## config.mk

```make
export PLATFORM = sky130hd
export DESIGN_NAME = zx_cmd_port
export DESIGN_NICKNAME = d
export VERILOG_FILES = /design/src/rtl/zx_cmd_port.sv
export SDC_FILE = /design/constraint.sdc
export NUM_CORES = 1
export LEC_CHECK = 0
export BUFFER_PORTS_ARGS = -buffer_cell sky130_fd_sc_hd__buf_2
export CAP_MARGIN = 20
export CORE_UTILIZATION = 38
export CTS_CLUSTER_SIZE = 8
export DETAILED_ROUTE_END_ITERATION = 10
export PLACE_DENSITY = 0.63
export SYNTH_ARGS = -nofsm -noshare
export SYNTH_HDL_FRONTEND = slang
export SYNTH_SLANG_ARGS = --single-unit
```

## constraint.sdc

```tcl
create_clock -name clk_clk -period 3.8 [get_ports clk_clk]
set_clock_uncertainty 0.2 [all_clocks]
set_input_delay 0.38 -clock clk_clk [delete_from_list [all_inputs] [get_ports clk_clk]]
set_output_delay 0.38 -clock clk_clk [all_outputs]
set_load 0.1 [all_outputs]
```

## src/rtl/zx_cmd_port.sv

```systemverilog
// zx_cmd_port
// Z80-side command initiator for the SD loader's CPU command handshake.
// The Spectrum writes a command byte to CMD_PORT. The byte is latched onto
// cpu_cmd and announced with cpu_cmd_en. A four-phase handshake against
// cpu_cmd_ack then runs to completion. Z80 software polls STATUS_PORT to
// read busy, overrun and timeout.
//
// Ports:
//   clk_clk        system clock (50 MHz)
//   reset_reset_n  asynchronous active-low reset
//   z80_addr       Z80 address bus, only [7:0] decoded
//   z80_data_in    Z80 data bus as seen by the FPGA
//   z80_data_out   status byte {busy, overrun, timeout, 5'b0}
//   z80_data_oe    data bus output enable (active high)
//   z80_iorq_n     Z80 IORQ, asynchronous
//   z80_rd_n       Z80 RD, asynchronous
//   z80_wr_n       Z80 WR, asynchronous
//   z80_m1_n       Z80 M1, asynchronous (low = interrupt acknowledge)
//   cpu_cmd        latched command byte to the loader
//   cpu_cmd_en     command valid level
//   cpu_cmd_ack    loader acknowledge (same clock domain)

module zx_cmd_port #(
  parameter logic [7:0]  CMD_PORT    = 8'hE7,
  parameter logic [7:0]  STATUS_PORT = 8'hE5,
  parameter logic [23:0] TIMEOUT     = 24'd5000000
) (
  input  logic        clk_clk,
  input  logic        reset_reset_n,
  input  logic [15:0] z80_addr,
  input  logic [7:0]  z80_data_in,
  output logic [7:0]  z80_data_out,
  output logic        z80_data_oe,
  input  logic        z80_iorq_n,
  input  logic        z80_rd_n,
  input  logic        z80_wr_n,
  input  logic        z80_m1_n,
  output logic [7:0]  cpu_cmd,
  output logic        cpu_cmd_en,
  input  logic        cpu_cmd_ack
);

  typedef enum logic [1:0] {
    IDLE     = 2'd0,
    WAIT_ACK = 2'd1,
    WAIT_REL = 2'd2
  } state_t;

  state_t state, state_nxt;

  logic [1:0]  iorq_sync, rd_sync, wr_sync, m1_sync;
  logic        wr_strobe, rd_strobe;
  logic        wr_strobe_q, rd_strobe_q;
  logic        wr_rise, rd_rise, rd_fall;
  logic [7:0]  addr_q, data_q;
  logic        status_rd_active;
  logic        cmd_write, status_read_end;

  logic [7:0]  cmd_nxt;
  logic        en_nxt;
  logic [23:0] timer, timer_nxt;
  logic        overrun, overrun_nxt;
  logic        timeout, timeout_nxt;

  // The upper address byte is part of the bus but never decoded.
  logic addr_hi_unused;
  assign addr_hi_unused = ^z80_addr[15:8];

  // Two-flop synchronisers for the asynchronous Z80 control pins. They reset
  // to the inactive (high) level so that leaving reset never fakes a strobe.
  always_ff @(posedge clk_clk or negedge reset_reset_n) begin
    if (!reset_reset_n) begin
      iorq_sync <= 2'b11;
      rd_sync   <= 2'b11;
      wr_sync   <= 2'b11;
      m1_sync   <= 2'b11;
    end else begin
      iorq_sync <= {iorq_sync[0], z80_iorq_n};
      rd_sync   <= {rd_sync[0], z80_rd_n};
      wr_sync   <= {wr_sync[0], z80_wr_n};
      m1_sync   <= {m1_sync[0], z80_m1_n};
    end
  end

  // Bus strobes built from the synchronised pins. M1 low marks an interrupt
  // acknowledge cycle, which must never look like an I/O access.
  assign wr_strobe = ~iorq_sync[1] & ~wr_sync[1] & m1_sync[1];
  assign rd_strobe = ~iorq_sync[1] & ~rd_sync[1] & m1_sync[1];

  // Third register stage for edge detection, plus a one-clock copy of the
  // address and data bus. By the time a synchronised strobe edge appears the
  // bus has been stable for several clocks, so the previous-clock copy is
  // safe to use.
  always_ff @(posedge clk_clk or negedge reset_reset_n) begin
    if (!reset_reset_n) begin
      wr_strobe_q <= 1'b0;
      rd_strobe_q <= 1'b0;
      addr_q      <= 8'h00;
      data_q      <= 8'h00;
    end else begin
      wr_strobe_q <= wr_strobe;
      rd_strobe_q <= rd_strobe;
      addr_q      <= z80_addr[7:0];
      data_q      <= z80_data_in;
    end
  end

  assign wr_rise = wr_strobe & ~wr_strobe_q;
  assign rd_rise = rd_strobe & ~rd_strobe_q;
  assign rd_fall = ~rd_strobe & rd_strobe_q;

  assign cmd_write = wr_rise & (addr_q == CMD_PORT);

  // Remember that the read in progress targets the status port. The sticky
  // flags are cleared at the end of that read, when the address may already
  // have moved on, so the decode is taken at the start of the cycle.
  always_ff @(posedge clk_clk or negedge reset_reset_n) begin
    if (!reset_reset_n) begin
      status_rd_active <= 1'b0;
    end else if (rd_rise) begin
      status_rd_active <= (addr_q == STATUS_PORT);
    end else if (rd_fall) begin
      status_rd_active <= 1'b0;
    end
  end

  assign status_read_end = rd_fall & status_rd_active;

  // Handshake state register together with the command, timer and the
  // sticky status flags. Reset drops cpu_cmd_en immediately.
  always_ff @(posedge clk_clk or negedge reset_reset_n) begin
    if (!reset_reset_n) begin
      state      <= IDLE;
      cpu_cmd    <= 8'h00;
      cpu_cmd_en <= 1'b0;
      timer      <= 24'd0;
      overrun    <= 1'b0;
      timeout    <= 1'b0;
    end else begin
      state      <= state_nxt;
      cpu_cmd    <= cmd_nxt;
      cpu_cmd_en <= en_nxt;
      timer      <= timer_nxt;
      overrun    <= overrun_nxt;
      timeout    <= timeout_nxt;
    end
  end

  // Next-state logic. The status clear is applied first so that a flag being
  // set in the same clock overrides it. A command write is judged against the
  // registered state, so a write landing on the clock the FSM returns to IDLE
  // still counts as an overrun. The timer stops at TIMEOUT-1 and never wraps.
  always_comb begin
    state_nxt   = state;
    cmd_nxt     = cpu_cmd;
    en_nxt      = cpu_cmd_en;
    timer_nxt   = timer;
    overrun_nxt = overrun;
    timeout_nxt = timeout;

    if (status_read_end) begin
      overrun_nxt = 1'b0;
      timeout_nxt = 1'b0;
    end

    if (cmd_write && (state != IDLE)) begin
      overrun_nxt = 1'b1;
    end

    case (state)
      IDLE: begin
        if (cmd_write) begin
          cmd_nxt   = data_q;
          en_nxt    = 1'b1;
          timer_nxt = 24'd0;
          state_nxt = WAIT_ACK;
        end
      end
      WAIT_ACK: begin
        if (cpu_cmd_ack) begin
          en_nxt    = 1'b0;
          timer_nxt = 24'd0;
          state_nxt = WAIT_REL;
        end else if (timer == (TIMEOUT - 24'd1)) begin
          en_nxt      = 1'b0;
          timeout_nxt = 1'b1;
          state_nxt   = IDLE;
        end else begin
          timer_nxt = timer + 24'd1;
        end
      end
      WAIT_REL: begin
        if (!cpu_cmd_ack) begin
          state_nxt = IDLE;
        end else if (timer == (TIMEOUT - 24'd1)) begin
          timeout_nxt = 1'b1;
          state_nxt   = IDLE;
        end else begin
          timer_nxt = timer + 24'd1;
        end
      end
      default: begin
        en_nxt    = 1'b0;
        state_nxt = IDLE;
      end
    endcase
  end

  // Status read path comes straight from the raw pins so the byte is on the
  // bus within the Z80 read cycle, long before the synchronisers catch up.
  assign z80_data_oe  = ~z80_iorq_n & ~z80_rd_n & z80_m1_n &
                        (z80_addr[7:0] == STATUS_PORT);
  assign z80_data_out = {(state != IDLE), overrun, timeout, 5'b00000};

endmodule

```

======== Word-level counts from Yosys, hierarchy flattened ========
Index checks and enable logic that the tools add are counted.
storage, ports and cells
  word-level logic and storage cells ...... 78
  input port bits ......................... 31
  register bits ........................... 64
operators by class
  bitwise logic cells ..................... 21
  equality and inequality tests ........... 9
  multiplexer cells ....................... 23
  reductions and logical operators ........ 9
  $add $sub $neg .......................... 1
operators with widths
  cell                                                               count
  24-bit two-way mux                                                 4
  24-bit one-hot mux with 3 select lines                             1
  24-bit by 1-bit adder with 24-bit output, second input constant    1
  24-bit by 23-bit == test with 1-bit output, second input constant  1
  8-bit == test, second input constant                               3
  1-bit AND                                                          12
  1-bit two-way mux                                                  11
  1-bit NOT                                                          9
  2-bit two-way mux                                                  4
  2-bit one-hot mux with 3 select lines                              1
  3-bit AND reduction                                                2
  2-bit nonzero test                                                 3
  2-bit inequality test, second input constant                       2
  3-bit inequality test, second input constant                       1
  1-bit one-hot mux with 3 select lines                              1
  3-bit nonzero test                                                 1
  2-bit by 1-bit == test with 1-bit output, second input constant    1
  2-bit == test, second input constant                               1
  2-bit zero test                                                    1
  1-bit one-hot mux with 2 select lines                              1
  2-bit AND reduction                                                1
  1-bit logical AND                                                  1

======== Depth between registers and ports, before layout ========
  depth after elaboration ................. 10
  depth in mapped cells ................... 9
  depth with buffers taken out ............ 7

======== Least setup slack after synthesis ========
OpenSTA, ideal clock, no wires.
  path kind ............................... input -> output
  start ................................... input z80_rd_n
  end ..................................... output z80_data_oe
  path slack .............................. -0.223 ns
  buffers on the path ..................... 0
  stages .................................. 3
  required time ........................... 3.220 ns
  data arrival time ....................... 3.443 ns
  cell sequence ........................... nor2_1 > nand3_1 > nor4_1
on the way
  cells in the longest elaborated chain, start to end .. 4
ends and longest elaborated chain
  what                     line  RTL
  start: declaration       35    input logic z80_rd_n,
  1-bit NOT                211   assign z80_data_oe = ~z80_iorq_n & ~z80_rd_n & z80_m1_n &
  1-bit AND (3 in series)  211
  end: declaration         33    output logic z80_data_oe,
Every way passes these cells.

======== Worst setup path after layout ========
  start ................................... register m1_sync[1]
  end ..................................... register timer[5]
on the way
  cells in the longest elaborated chain, start to end .. 5
ends and longest elaborated chain
  what                             line  RTL
  start: declaration               51    logic [1:0] iorq_sync, rd_sync, wr_sync, m1_sync;
  start signal: assignment         81    m1_sync <= {m1_sync[0], z80_m1_n};
  1-bit AND                        87    assign wr_strobe = ~iorq_sync[1] & ~wr_sync[1] & m1_sync[1];
  1-bit AND                        108   assign wr_rise = wr_strobe & ~wr_strobe_q;
  1-bit AND                        112   assign cmd_write = wr_rise & (addr_q == CMD_PORT);
  2-bit inequality test (no line)  -
  3-bit AND reduction (no line)    -
  end signal: assignment           143   timer <= timer_nxt;
  end: declaration                 61    logic [23:0] timer, timer_nxt;
Every way passes these cells.
A chain may end at the register's enable or synchronous reset.

==> flow_metrics.env <==
export IMPL_grt_antenna_before_repair=0
export IMPL_nFillCells=661
export IMPL_synth_edff_count=0
export IMPL_drtIter0Drc=192
export IMPL_via_per_inst=5.32
export IMPL_final_hold_violation_count=9
export IMPL_powerDensity_nw_per_um2=427
export IMPL_setup_tns_final_ps=0
export IMPL_peakVddDrop_mv=0.261
export IMPL_multi_input_area_um2=1200
export IMPL_synth_cells=272
export IMPL_cts_resized=0
export IMPL_ant_nets=0
export IMPL_clockBufferDepth=2
export IMPL_synth_most_common_cell="dfrtp_1"
export IMPL_fp_dieW_um=89.6
export IMPL_grt_pass1_wl_um=9990
export IMPL_slowest_delay_ps=560
export IMPL_slew_headroom_pct=30.1
export IMPL_gp_congestion=0.767
export IMPL_final_layout_size_suffix_gt1_share_pct=22.8
export IMPL_critPathLaunchType="flop"
export IMPL_n_antenna_cell=0
export IMPL_dp_hpwl_um=3770
export IMPL_tightest_slew_ps=1040
export IMPL_cp_cell_sequence="or3b_4, o41ai_4, nand2_1, o21bai_1, a21o_1"
export IMPL_synth_top_cell_by_area="dfrtp_1"
export IMPL_syn_cell_area_um2=2920
export IMPL_numCtsBuffers=9
export IMPL_period_minus_slack_ps=2840
export IMPL_status="finished, violations left"
export IMPL_cp_end_kind="flop"
export IMPL_cts_tree="yes"
export IMPL_yosys_warnings=0
export IMPL_postSynthAreaPerCell_um2=10.7
export IMPL_overflow=0
export IMPL_grt_pass1_vias=2162
export IMPL_ys_seq_area_share_pct=55.2
export IMPL_critPathRequiredTime_ps=3840
export IMPL_synthToLayoutAreaGrowth_pct=24.2
export IMPL_wl_met2_um=2940
export IMPL_cts_sinks=64
export IMPL_grt_max_degree=44
export IMPL_ios=49
export IMPL_critPathSlowestCell="nand2_1"
export IMPL_async_flop_share_pct=100
export IMPL_ys_types=48
export IMPL_die_height_um=89.6
export IMPL_dieArea_um2=8030
export IMPL_slew_violations=0
export IMPL_drt_first_pass_iters=4
export IMPL_vias=2300
export IMPL_rsz0062_at_grt="no"
export IMPL_clkLatencyLatePin_ps=340
export IMPL_seqCellArea_um2=1610
export IMPL_start_util_pct=39.8
export IMPL_design_core_area_um2=7330
export IMPL_wl_met3_um=388
export IMPL_post_drt_wl_per_cell_um=14.0
export IMPL_whs_ps=-6.26
export IMPL_wirelength_um=6040
export IMPL_cts_root_buf="clkbuf_8"
export IMPL_m1WireLength_um=2660
export IMPL_ys_ff_latch=64
export IMPL_drv_cap=0
export IMPL_layout_nets=366
export IMPL_max_freq_ghz=0.352
export IMPL_post_route_period_util_pct=74.8
export IMPL_htree_levels=3
export IMPL_yosys_top_cells_count="dfrtp_1 (56), o21ai_0 (26), nand2_1 (18)"
export IMPL_hp_class="input pin to async pin"
export IMPL_arrival_ps=2880
export IMPL_p_leak_nw=1.63
export IMPL_setup_viol=0
export IMPL_clkTransAtPathRegs_ps=70
export IMPL_synth_area_top_cells="dfrtp_1 (48%), dfstp_2 (7.2%), o21ai_0 (4.5%), o31ai_1 (3.3%), mux2_2 (3.1%)"
export IMPL_violations="negative hold slack"
export IMPL_synth_top_area_share_pct=48.0
export IMPL_yosys_most_used_dff="dfrtp_1"
export IMPL_rows=31
export IMPL_top_layer_used="met4"
export IMPL_path_class="flop to flop"
export IMPL_crit_fanout=24
export IMPL_grt_total_usage_pct=16.7
export IMPL_numPortBuffers=35
export IMPL_drc=0
[worst max-delay path: cells and delay by family (launching register included)]
| kind | cells | cell delay, ps |
|---|---|---|
| flops | 1 | 520 |
| simple gates | 2 | 960 |
| compound gates | 3 | 1060 |
[stage by stage]
stage	area, um^2	instances	worst slack [ps]	total power [mW]	util, %
global placement	3170	396	979	0.815	43.2
finish	3620	432	956	1.55	49.4
global route	3620	432	823	1.60	49.4
floorplan	2940	276	928	0.785	-
detailed placement	3170	396	992	0.816	43.2
CTS	3620	432	959	1.57	49.4
[worst paths after layout]
| check | startpoint | endpoint | slack [ps] | depth (start not counted) |
|---|---|---|---|---|
| setup / recovery | m1_sync[1] | timer[5] | 960 | 5 |
| hold / removal | reset_reset_n | timer[6] | -6 | 1 |
| setup reg to reg | m1_sync[1] | timer[5] | 960 | 5 |
| hold reg to reg | m1_sync[0] | m1_sync[1] | 160 | 0 |
| max in group asynchronous | reset_reset_n | m1_sync[0] | 2520 | 2 |
| min in group clk_clk | m1_sync[0] | m1_sync[1] | 160 | 0 |
[where the power goes]
| part | switching (mW) | total, mW | leakage (nW) | internal, mW |
|---|---|---|---|---|
| combinational | 0.0709 | 0.105 | 0.681 | 0.0346 |
| clock | 0.272 | 0.728 | 0.123 | 0.457 |
| sequential | 0.00897 | 0.713 | 0.825 | 0.704 |
| total | 0.351 | 1.55 | 1.63 | 1.20 |
[repair_timing]
item,in CTS,in global routing
buffers inserted,0,0
hold buffers,20,0
endpoints found under the setup margin,0,0
hold endpoints to repair,20,0
[layout by cell type (no fill, tap or decap), types with 3 or more instances in the layout]
cell type / instances
nand3_1: 14
inv_1: 10
nor3_1: 3
o31ai_1: 13
buf_2: 35
o21ai_0: 25
and2_1: 3
nand2b_1: 3
dfrtp_1: 56
buf_4: 3
a21oi_1: 11
nand2_1: 18
conb_1: 5
dlygate4sd3_1: 20
bufinv_16: 3
ha_1: 7
a41oi_1: 3
dfstp_2: 8
clkbuf_8: 10
nand4_1: 9
o41ai_1: 4
a31oi_1: 8
mux2_2: 8
nor2_1: 14
[layout make-up]
type                    count  share of cell area [%]
flip-flops and latches     64                    44.5
multi-input cells         185                    33.1
repair buffers             58                    11.0
clock buffers              10                    3.80
well taps                  99                    3.42
clock inverters             6                    3.18
inverters                  10                    1.04
[flip-flops by register name, summed over array words and instances (netlist names)]
name              cells
addr_q                8
cpu_cmd               8
cpu_cmd_en            1
data_q                8
iorq_sync             2
m1_sync               2
overrun               1
rd_strobe_q           1
rd_sync               2
state                 2
status_rd_active      1
timeout               1
timer                24
wr_strobe_q           1
wr_sync               2
[kinds of logic after synthesis]
family | count (synthesis) | share of synthesized area [%]
adders and majority gates | 7 | 3.00
buffers and inverters | 27 | 4.37
and+or+nand+nor | 83 | 15.4
DFF | 64 | 55.2
AOI/OAI and AO/OA | 81 | 18.4
muxes | 9 | 3.43
other | 1 | 0.129
[per-layer routing]
layer  vias up  global-route usage [%]
met5         -                       0
met1      1109                    21.2
li1       1112                       -
met4         0                    5.34
met2        70                    26.4
met3         9                    6.31
(Power assumes the default switching activity.)
